File: src/rtl/joy_pkg.sv
// Shared constants for the DB9 multiplexed joystick reader: scan geometry,
// the steps whose samples are kept, raw-line and output bit positions, and
// the sequencer state type.
package joy_pkg;

  localparam int NUM_STEPS = 8;

  // Steps whose end-of-step sample is stored in the per-port shadows.
  localparam logic [2:0] STEP_DPAD   = 3'd0;
  localparam logic [2:0] STEP_ABS    = 3'd1;
  localparam logic [2:0] STEP_DETECT = 3'd5;
  localparam logic [2:0] STEP_XYZ    = 3'd6;

  // Raw DB9 line positions (active-low).
  localparam int IN_UP    = 0;
  localparam int IN_DOWN  = 1;
  localparam int IN_LEFT  = 2;
  localparam int IN_RIGHT = 3;
  localparam int IN_B     = 4;
  localparam int IN_C     = 5;
  // Same lines carry other buttons in the select-low and extended steps.
  localparam int IN_A     = 4;
  localparam int IN_START = 5;
  localparam int IN_Z     = 0;
  localparam int IN_Y     = 1;
  localparam int IN_X     = 2;
  localparam int IN_MODE  = 3;

  // Decoded joyN bit positions.
  localparam int JOY_RIGHT = 0;
  localparam int JOY_LEFT  = 1;
  localparam int JOY_DOWN  = 2;
  localparam int JOY_UP    = 3;
  localparam int JOY_FIRE1 = 4;
  localparam int JOY_FIRE2 = 5;
  localparam int JOY_A     = 6;
  localparam int JOY_START = 7;

  // Decoded joyN_ext bit positions.
  localparam int EXT_Z    = 0;
  localparam int EXT_Y    = 1;
  localparam int EXT_X    = 2;
  localparam int EXT_MODE = 3;

  typedef enum logic [1:0] {
    ST_IDLE,
    ST_SCAN,
    ST_UPDATE
  } state_e;

endpackage

File: src/rtl/joy_mux_reader_if.sv
// Link between the scan sequencer and one port decoder: synchronised pad
// lines and sample/update strobes one way, decoded button state the other.
interface joy_mux_reader_if;
  logic [5:0] pad;     // synchronised raw DB9 lines, active-low
  logic       sample;  // last cycle of the current step
  logic [2:0] step;    // current scan step
  logic       update;  // single UPDATE cycle
  logic [7:0] joy;
  logic [3:0] ext;
  logic       six;

  modport master (output pad, sample, step, update, input joy, ext, six);
  modport slave  (input pad, sample, step, update, output joy, ext, six);
endinterface

File: src/rtl/joy_port_decode.sv
// Per-port sampler and decoder: keeps the samples of the interesting scan
// steps in shadow registers and publishes the decoded pad state atomically
// on the UPDATE cycle.
module joy_port_decode
  import joy_pkg::*;
(
  input  logic             clk,
  input  logic             reset,
  joy_mux_reader_if.slave  bus
);

  logic [5:0] dpad_q;    // step 0: C, B, right, left, down, up
  logic [5:2] abs_q;     // step 1: start, A, right, left
  logic [3:0] detect_q;  // step 5: right, left, down, up
  logic [3:0] xyz_q;     // step 6: mode, X, Y, Z

  logic       present;
  logic       six_btn;
  logic [7:0] joy_d, joy_q;
  logic [3:0] ext_d, ext_q;
  logic       six_q;

  // Capture the end-of-step sample of each step that carries information.
  // NOTE: sequential state uses non-blocking assignments so every flop sees
  // pre-edge values regardless of block ordering.
  always_ff @(posedge clk) begin
    if (reset) begin
      dpad_q   <= '1;
      abs_q    <= '1;
      detect_q <= '1;
      xyz_q    <= '1;
    end else if (bus.sample) begin
      case (bus.step)
        STEP_DPAD:   dpad_q   <= bus.pad;
        STEP_ABS:    abs_q    <= bus.pad[5:2];
        STEP_DETECT: detect_q <= bus.pad[3:0];
        STEP_XYZ:    xyz_q    <= bus.pad[3:0];
        default: ;
      endcase
    end
  end

  // Decode pad type and buttons from the shadows.
  always_comb begin
    present = ~abs_q[IN_LEFT] & ~abs_q[IN_RIGHT];
    six_btn = present & ~(|detect_q);

    joy_d            = 8'hFF;
    joy_d[JOY_RIGHT] = dpad_q[IN_RIGHT];
    joy_d[JOY_LEFT]  = dpad_q[IN_LEFT];
    joy_d[JOY_DOWN]  = dpad_q[IN_DOWN];
    joy_d[JOY_UP]    = dpad_q[IN_UP];
    joy_d[JOY_FIRE1] = dpad_q[IN_B];
    joy_d[JOY_FIRE2] = dpad_q[IN_C];
    if (present) begin
      joy_d[JOY_A]     = abs_q[IN_A];
      joy_d[JOY_START] = abs_q[IN_START];
    end

    ext_d = 4'hF;
    if (six_btn) begin
      ext_d[EXT_Z]    = xyz_q[IN_Z];
      ext_d[EXT_Y]    = xyz_q[IN_Y];
      ext_d[EXT_X]    = xyz_q[IN_X];
      ext_d[EXT_MODE] = xyz_q[IN_MODE];
    end
  end

  // Publish all outputs together, only on the UPDATE cycle.
  always_ff @(posedge clk) begin
    if (reset) begin
      joy_q <= 8'hFF;
      ext_q <= 4'hF;
      six_q <= 1'b0;
    end else if (bus.update) begin
      joy_q <= joy_d;
      ext_q <= ext_d;
      six_q <= six_btn;
    end
  end

  assign bus.joy = joy_q;
  assign bus.ext = ext_q;
  assign bus.six = six_q;

endmodule

File: src/rtl/joy_mux_reader.sv
// Two-port DB9 Sega/Atari joystick reader: synchronises the pad lines,
// sequences the shared select line through an 8-step scan after each idle
// gap, and hands sampling/decoding to one joy_port_decode per port.
module joy_mux_reader
  import joy_pkg::*;
#(
  parameter int PHASE_CYCLES = 500,
  parameter int IDLE_CYCLES  = 100000
) (
  input  logic       clk,
  input  logic       reset,
  input  logic [5:0] JOYSTICK1,
  input  logic [5:0] JOYSTICK2,
  output logic       JOY_SELECT,
  output logic [7:0] joy1,
  output logic [7:0] joy2,
  output logic [3:0] joy1_ext,
  output logic [3:0] joy2_ext,
  output logic       joy1_6btn,
  output logic       joy2_6btn
);

  localparam int PHASE_W = $clog2(PHASE_CYCLES + 1);
  localparam int IDLE_W  = $clog2(IDLE_CYCLES + 1);
  localparam logic [PHASE_W-1:0] PHASE_LAST = PHASE_W'(PHASE_CYCLES - 1);
  localparam logic [IDLE_W-1:0]  IDLE_LAST  = IDLE_W'(IDLE_CYCLES - 1);
  localparam logic [2:0]         STEP_LAST  = 3'(NUM_STEPS - 1);

  logic [5:0] j1_meta_q, j1_sync_q, j2_meta_q, j2_sync_q;

  state_e             state_q, state_d;
  logic [2:0]         step_q, step_d;
  logic [PHASE_W-1:0] phase_q, phase_d;
  logic [IDLE_W-1:0]  idle_q, idle_d;
  logic               sel_q, sel_d;
  logic               scan_sample, scan_update;

  // Two-flop synchronisers; idle level of the pad lines is high.
  always_ff @(posedge clk) begin
    if (reset) begin
      j1_meta_q <= '1;
      j1_sync_q <= '1;
      j2_meta_q <= '1;
      j2_sync_q <= '1;
    end else begin
      j1_meta_q <= JOYSTICK1;
      j1_sync_q <= j1_meta_q;
      j2_meta_q <= JOYSTICK2;
      j2_sync_q <= j2_meta_q;
    end
  end

  // Sequencer state, counters and registered select line.
  always_ff @(posedge clk) begin
    if (reset) begin
      state_q <= ST_IDLE;
      step_q  <= '0;
      phase_q <= '0;
      idle_q  <= '0;
      sel_q   <= 1'b1;
    end else begin
      state_q <= state_d;
      step_q  <= step_d;
      phase_q <= phase_d;
      idle_q  <= idle_d;
      sel_q   <= sel_d;
    end
  end

  // Next-state logic: idle gap, eight timed steps, one update cycle.
  // NOTE: every variable gets a default before the case so no path leaves
  // one unassigned, which would otherwise infer a latch.
  always_comb begin
    state_d     = state_q;
    step_d      = step_q;
    phase_d     = phase_q;
    idle_d      = idle_q;
    scan_sample = 1'b0;
    scan_update = 1'b0;
    case (state_q)
      ST_IDLE: begin
        if (idle_q == IDLE_LAST) begin
          idle_d  = '0;
          phase_d = '0;
          step_d  = '0;
          state_d = ST_SCAN;
        end else begin
          idle_d = idle_q + IDLE_W'(1);
        end
      end
      ST_SCAN: begin
        if (phase_q == PHASE_LAST) begin
          scan_sample = 1'b1;
          phase_d     = '0;
          if (step_q == STEP_LAST) state_d = ST_UPDATE;
          else                     step_d  = step_q + 3'd1;
        end else begin
          phase_d = phase_q + PHASE_W'(1);
        end
      end
      ST_UPDATE: begin
        scan_update = 1'b1;
        step_d      = '0;
        state_d     = ST_IDLE;
      end
      default: state_d = ST_IDLE;
    endcase
    // Select follows the state being entered so it flips on a step's first cycle.
    sel_d = !(state_d == ST_SCAN && step_d[0]);
  end

  assign JOY_SELECT = sel_q;

  joy_mux_reader_if p1_if ();
  joy_mux_reader_if p2_if ();

  assign p1_if.pad    = j1_sync_q;
  assign p1_if.sample = scan_sample;
  assign p1_if.step   = step_q;
  assign p1_if.update = scan_update;
  assign p2_if.pad    = j2_sync_q;
  assign p2_if.sample = scan_sample;
  assign p2_if.step   = step_q;
  assign p2_if.update = scan_update;

  joy_port_decode u_port1 (.clk(clk), .reset(reset), .bus(p1_if));
  joy_port_decode u_port2 (.clk(clk), .reset(reset), .bus(p2_if));

  assign joy1      = p1_if.joy;
  assign joy1_ext  = p1_if.ext;
  assign joy1_6btn = p1_if.six;
  assign joy2      = p2_if.joy;
  assign joy2_ext  = p2_if.ext;
  assign joy2_6btn = p2_if.six;

endmodule

File: config.mk
export PLATFORM = sky130hd
export DESIGN_NAME = joy_mux_reader
export DESIGN_NICKNAME = d
export VERILOG_FILES = /design/src/rtl/joy_pkg.sv /design/src/rtl/joy_mux_reader_if.sv /design/src/rtl/joy_port_decode.sv /design/src/rtl/joy_mux_reader.sv
export SDC_FILE = /design/constraint.sdc
export NUM_CORES = 1
export LEC_CHECK = 0
export CAP_MARGIN = 0
export CORE_ASPECT_RATIO = 0.9
export CORE_MARGIN = 4
export CORE_UTILIZATION = 45
export CTS_CLUSTER_SIZE = 16
export DETAILED_ROUTE_END_ITERATION = 7
export DONT_BUFFER_PORTS = 1
export PLACE_DENSITY = 0.59
export REMOVE_ABC_BUFFERS = 1
export SLEW_MARGIN = 15
export SYNTH_ARGS = -nofsm -noshare
export SYNTH_HDL_FRONTEND = slang
export SYNTH_SLANG_ARGS = --single-unit
File: constraint.sdc
create_clock -name clk -period 3.2 [get_ports clk]
set_clock_uncertainty 0.15 [all_clocks]
set_input_delay 0.64 -clock clk [delete_from_list [all_inputs] [get_ports clk]]
set_output_delay 0.64 -clock clk [all_outputs]
set_load 0.05 [all_outputs]
==> results of run 1 <==
[layout make-up]
cell class,count,area (um^2),area share
clock buffer,18,429,0.0812
multi-input combinational,334,2090,0.395
sequential,118,2360,0.447
tap,126,158,0.0298
inverter,8,30.0,0.00568
clock inverter,14,199,0.0376
timing repair buffer,3,22.5,0.00426
[where the power goes]
part	internal [uW]	total (uW)	switching, uW
Combinational	17.9	38.7	20.9
Clock	1310	1990	685
Sequential	1490	1490	7.60
[worst register-to-register path: stages (launching register included)]
cell,delay [ps]
dfxtp_1,360
ha_1,290
nand4b_2,240
nor3_2,350
and3_1,510
mux2i_1,260
[Yosys cell counts, drive strengths merged]
cell type / count / area (um^2)
dfxtp: 118 / 2360
nor2: 54 / 210
nand2: 52 / 198
nand3: 28 / 150
a21oi: 27 / 135
or2: 26 / 163
mux2i: 24 / 240
nor3: 18 / 95.1
clkbuf: 14 / 52.6
buf: 12 / 91.3
o22ai: 12 / 75.1
nand4: 10 / 62.6
o21ai: 9 / 45.0
and3: 7 / 43.8
ha: 7 / 87.6
inv: 7 / 26.3
xor2: 7 / 61.3
nor4: 6 / 58.8
nand2b: 5 / 38.8
xnor2: 5 / 43.8
a311oi: 4 / 35.0
or3: 4 / 25.0
a41oi: 3 / 26.3
and4: 3 / 26.3
nor2b: 3 / 18.8
a21o: 2 / 15.0
a31oi: 2 / 27.5
and4b: 2 / 20.0
nand4b: 2 / 38.8
nor4b: 2 / 30.0
or4: 2 / 15.0
a21boi: 1 / 7.51
a31o: 1 / 8.76
clkinv: 1 / 3.75
nand4bb: 1 / 27.5
o2111ai: 1 / 8.76
o21a: 1 / 7.51
o31ai: 1 / 21.3
o32ai: 1 / 8.76
o41ai: 1 / 8.76
[per-layer routing]
layer  up-vias  track usage
met5         -            0
met1      1536        0.235
met3        10       0.0512
met2        61        0.226
met4         0       0.0645
li1       1693            -
[registers in the layout (all words and copies together) (netlist names), 8 cells and up]
register / flops
idle_q: 17
phase_q: 9
u_port1.bus.joy: 8
u_port2.bus.joy: 8
[path summary, 6_finish.rpt]
| check | end | slack, ps | cells past startpoint |
|---|---|---|---|
| worst min register to register | j1_sync_q[1] | 250 | 1 |
| worst max register to register | u_port1.abs_q[4] | 950 | 5 |
| worst min-delay path | phase_q[3] | 170 | 1 |
| worst max-delay path | u_port1.abs_q[4] | 950 | 5 |
[kinds of logic after synthesis]
group           Yosys count
buf+inv                  34
xor+xnor                 12
flops                   118
fa+ha+maj                 7
simple gates            225
compound gates           66
mux                      24
[cells in the final DEF (no fill, tap or decap), drive strengths merged, types with 4 or more instances in the layout]
cell and n:
nand3 28, a311oi 4, nor4 6, nand4 10
dfxtp 118, ha 7, or2 26, nand2 52
inv 9, o22ai 12, or3 4, mux2i 24
and3 7, a21oi 27, clkinv 8, nor2 54
clkbuf 18, o21ai 9, bufinv 4, nand2b 5
nor3 18, xor2 7, xnor2 5
[metrics by stage]
step	setup WS [ps]	std cells	total power (uW)	util
after floorplan	803	460	1550	-
after global routing	795	621	3640	0.538
after detailed placement	1010	589	1570	0.474
after CTS	967	621	3560	0.538
after global placement	1060	589	1560	0.474
final	951	621	3530	0.538
==> reports/summary.txt, run 1 <==
status: completed
initial antenna violation count: 0
crit-path cells: ha_1, nand4b_2, nor3_2, and3_1, mux2i_1
io pins: 41
reg-to-reg startpoint: phase_q[0]
drt drc: 0
routed vias/inst: 5.31
Worst Setup SP: phase_q[0]
CP peak stage delay: 510 ps
register area share after synthesis: 0.511
Buf/Inv on CP: 0
drt pass-1 iters: 4
antenna viol nets, final: 0
crit end category: register
Worst Path Required: 3370 ps
# rows: 34
synthesis-stage register bit count: 118
aggregate global routing overflow: 0
Area after DPL: 4660 um^2
TritonCTS clock tree: yes
delay-heaviest family, CP: simple AND/OR/NAND/NOR gates
clk root buf: clkbuf_16
Die X: 115 um
post-synthesis mux area share: 0.0520
unrepaired setup endpoints after global routing: false
Slew @ Worst Pin: 618 ps
clk_lat worst skew: 410 ps
LEAKAGE: 0.00206 uW
adder-cell area share of the yosys netlist: 0.0190
total CTS buffers: 17
first-pass GRT wire length: 15.6 mm
compound-gate portion of the synthesized area: 0.0931
crit start category: register
Routed WL per cell: 14.9 um
Placer Congestion: 0.800
yosys warns: 0
vias in the first global route: 3064
WL final: 9.25 mm
minimum clock period: 2250 ps
Post-Route M1 WL: 4.84 mm
layout cells sized above 1: 0.156
Hold/Removal Path Class: input pin to register
hold buffers post-CTS: 0
DP Wirelength: 6.05 mm
hold path startpoint: reset
Clock transition at path regs: 60 ps
main combinational cell family by area after synthesis: simple AND/OR/NAND/NOR gates
Critical Path Slowest Stage Cell: and3_1
hold_ws: 166 ps
syn_area_per_cell: 9.51 um^2
top layer in use: met4
CTS resizes: 0
fillers: 865
Crit Path Max Fanout: 8
All-Layer GR Usage: 0.163
Worst IR Drop VDD: 0.491 mV
Post-Layout Inst Area: 5290 um^2
metal2 WL: 3.87 mm
Synth Area in XOR/XNOR: 0.0227
Final Hold Viols: 0
Setup TNS Final: 0 ps
met3 wire length: 402 um
Synth cell types: 52
via count: 3300
relative slew slack: 0.586
# setup viols final: 0
Final Net Count: 503
die height: 104 um
cell count after synthesis: 486
FMAX: 0.445 GHz
htree depth: 4
WP data arrival: 2420 ps
Setup Fix Bufs, Post-CTS: 0
Post-Synth Simple-Gate Area: 0.264
detailed router's first-iteration violation count: 183
max_cap viols: 0
clk sink count: 118
PortBufs: 0
CP Class: register to register
die area: 12000 um^2
Max Root-Sink Buffers: 2
final critical-path share of the clock period: 0.703
Starting Density: 0.470
largest net degree at the start of global routing: 91
count of final max-slew check failures: 0
Synth Cell Area: 4620 um^2
Diodes inserted: 0
area of the core: 9830 um^2
Layout area overhead: 14.4%
Pwr Density: 667 nW/um^2
(Power assumes the default switching activity.)
==> run 2: changes to the inputs <==
--- a/config.mk
+++ b/config.mk
@@ -12,7 +12,7 @@
 export CTS_CLUSTER_SIZE = 16
 export DETAILED_ROUTE_END_ITERATION = 7
 export DONT_BUFFER_PORTS = 1
-export PLACE_DENSITY = 0.59
+export PLACE_DENSITY = 0.61
 export REMOVE_ABC_BUFFERS = 1
 export SLEW_MARGIN = 15
 export SYNTH_ARGS = -nofsm -noshare
==> constraint.sdc (replaced) <==
create_clock -name clk -period 1.9 [get_ports clk]
set_clock_uncertainty 0.15 [all_clocks]
set_input_delay 0.38 -clock clk [delete_from_list [all_inputs] [get_ports clk]]
set_output_delay 0.38 -clock clk [all_outputs]
set_load 0.05 [all_outputs]
==> run 2 against run 1 <==
  * Worst hold slack got worse by 140 ps
  * Total power grew 66%
  * Global-route usage is 0.77 points higher
  * Cell area increased by 7.3%
  * Maximum frequency rose by 25%
  * Combinational power grew to 3.3 times the previous value
  * Clock power rose by 62%
  * Sequential power rose by 68%
==> reports/summary.txt, run 2 (synthesized netlist as in run 1, its figures left out) <==
status: completed
initial antenna violation count: 0
WL final: 10.0 mm
count of final max-slew check failures: 0
area of the core: 9830 um^2
io pins: 41
hold_ws: 30.2 ps
crit start category: register
aggregate global routing overflow: 0
final critical-path share of the clock period: 0.945
relative slew slack: 0.616
Critical Path Slowest Stage Cell: dfxtp_1
LEAKAGE: 0.00226 uW
# setup viols final: 0
Diodes inserted: 0
fillers: 846
clk_lat worst skew: 400 ps
Pwr Density: 1030 nW/um^2
CP peak stage delay: 380 ps
drt pass-1 iters: 4
layer with the highest usage: met1
Clock transition at path regs: 60 ps
crit-path cells: ha_4, nand4b_4, nor3_4, nand3_2, mux2i_1
top flop regs: idle_q: 17 flops, phase_q: 9 flops
Setup TNS Final: 0 ps
first-pass GRT wire length: 16.4 mm
most frequent cells in the layout: dfxtp_1, nor2_1, nand2_1, a21oi_1
reg2reg setup slack: 100 ps
detailed router's first-iteration violation count: 196
Multi-input gate area: 2120 um^2
Final Hold Viols: 0
die height: 104 um
largest register by flop count: idle_q
met1 Track Usage GR: 0.245
PortBufs: 0
Slew @ Worst Pin: 576 ps
crit end category: register
Hold/Removal Path Class: input pin to register
# rows: 34
Max Root-Sink Buffers: 2
via count: 3481
Die X: 115 um
Final Net Count: 540
Placer Congestion: 0.842
Routed WL per cell: 15.3 um
clk sink count: 118
WP data arrival: 1910 ps
htree depth: 4
largest net degree at the start of global routing: 47
GR Util met3: 0.0494
DP Wirelength: 6.14 mm
clk root buf: clkbuf_16
Starting Density: 0.470
routed vias/inst: 5.30
Worst Path Required: 2010 ps
register area: 2360 um^2
max reg flops: 17
CP Class: register to register
All-Layer GR Usage: 0.171
commonest non-fill, non-tap cell in the layout: dfxtp_1
drt drc: 0
minimum clock period: 1800 ps
total CTS buffers: 17
Crit Path Max Fanout: 8
Worst IR Drop VDD: 0.631 mV
die area: 12000 um^2
max_cap viols: 0
TritonCTS clock tree: yes
Core Util, Final: 0.577
Layout area overhead: 22.7%
vias in the first global route: 3260
layout cells sized above 1: 0.196
antenna viol nets, final: 0
FMAX: 0.557 GHz
GRT met2 Usage: 0.242
## run 2: changes by cell type in the layout (fill, tap and decap cells not counted), sizes merged
| cell | previous run | this run |
|---|---|---|
| buf | 3 | 24 |
| bufinv | 4 | 3 |
| clkinv | 8 | 7 |
| clkinvlp | 1 | 3 |
| dlygate4sd3 | 0 | 15 |
## run 2: metal layers
layer,share of wire,wire length [um]
met1,0.51,5080
met2,0.43,4310
met3,0.046,465
met4,0.019,193
met5,0,0
## run 2: repair_timing
item                                   4_1_cts  5_1_grt
gates resized for setup                      0        8
setup endpoints to repair                    0       43
setup buffers                                0        3
endpoints found under the hold margin       46        0
hold buffers                                16        0
## run 2: where the power goes
group	leakage [uW]	switching, uW	internal, uW	total [uW]
clock	0.000287	1160	2070	3220
sequential	0.000960	8.81	2500	2510
combinational	0.00101	65.0	61.8	127
## run 2: critical path, delay by kind of cell, from the launching register on
| family | cells | cell delay, ps |
|---|---|---|
| adders and majority gates | 1 | 170 |
| DFF | 1 | 380 |
| and+or+nand+nor | 3 | 750 |
| muxes | 1 | 200 |
## run 2: metrics by stage
stage / cells / setup WS, ps / power (uW) / instance area, um^2
final: 657 / 105 / 5860 / 5670
after global routing: 657 / -39.0 / 6060 / 5670
after global placement: 606 / 89.2 / 2640 / 4810
after detailed placement: 606 / 34.5 / 2640 / 4810
after floorplan: 460 / -497 / 2620 / 4480
after CTS: 653 / 11.8 / 5930 / 5590
## run 2: layout make-up
cell class,instances,share of cell area
flip-flops and latches,118,0.417
multi-input cells,334,0.375
clock buffers,17,0.0750
repair buffers,40,0.0693
clock inverters,14,0.0313
well taps,126,0.0278
inverters,8,0.00529
## run 2: worst paths after layout
| kind | cells past startpoint | to | from |
|---|---|---|---|
| max reg2reg | 5 | u_port1.xyz_q[3] | phase_q[1] |
| min reg2reg | 1 | j2_sync_q[3] | j2_meta_q[3] |
| max | 5 | u_port1.xyz_q[3] | phase_q[1] |
| min | 2 | u_port2.abs_q[3] | reset |
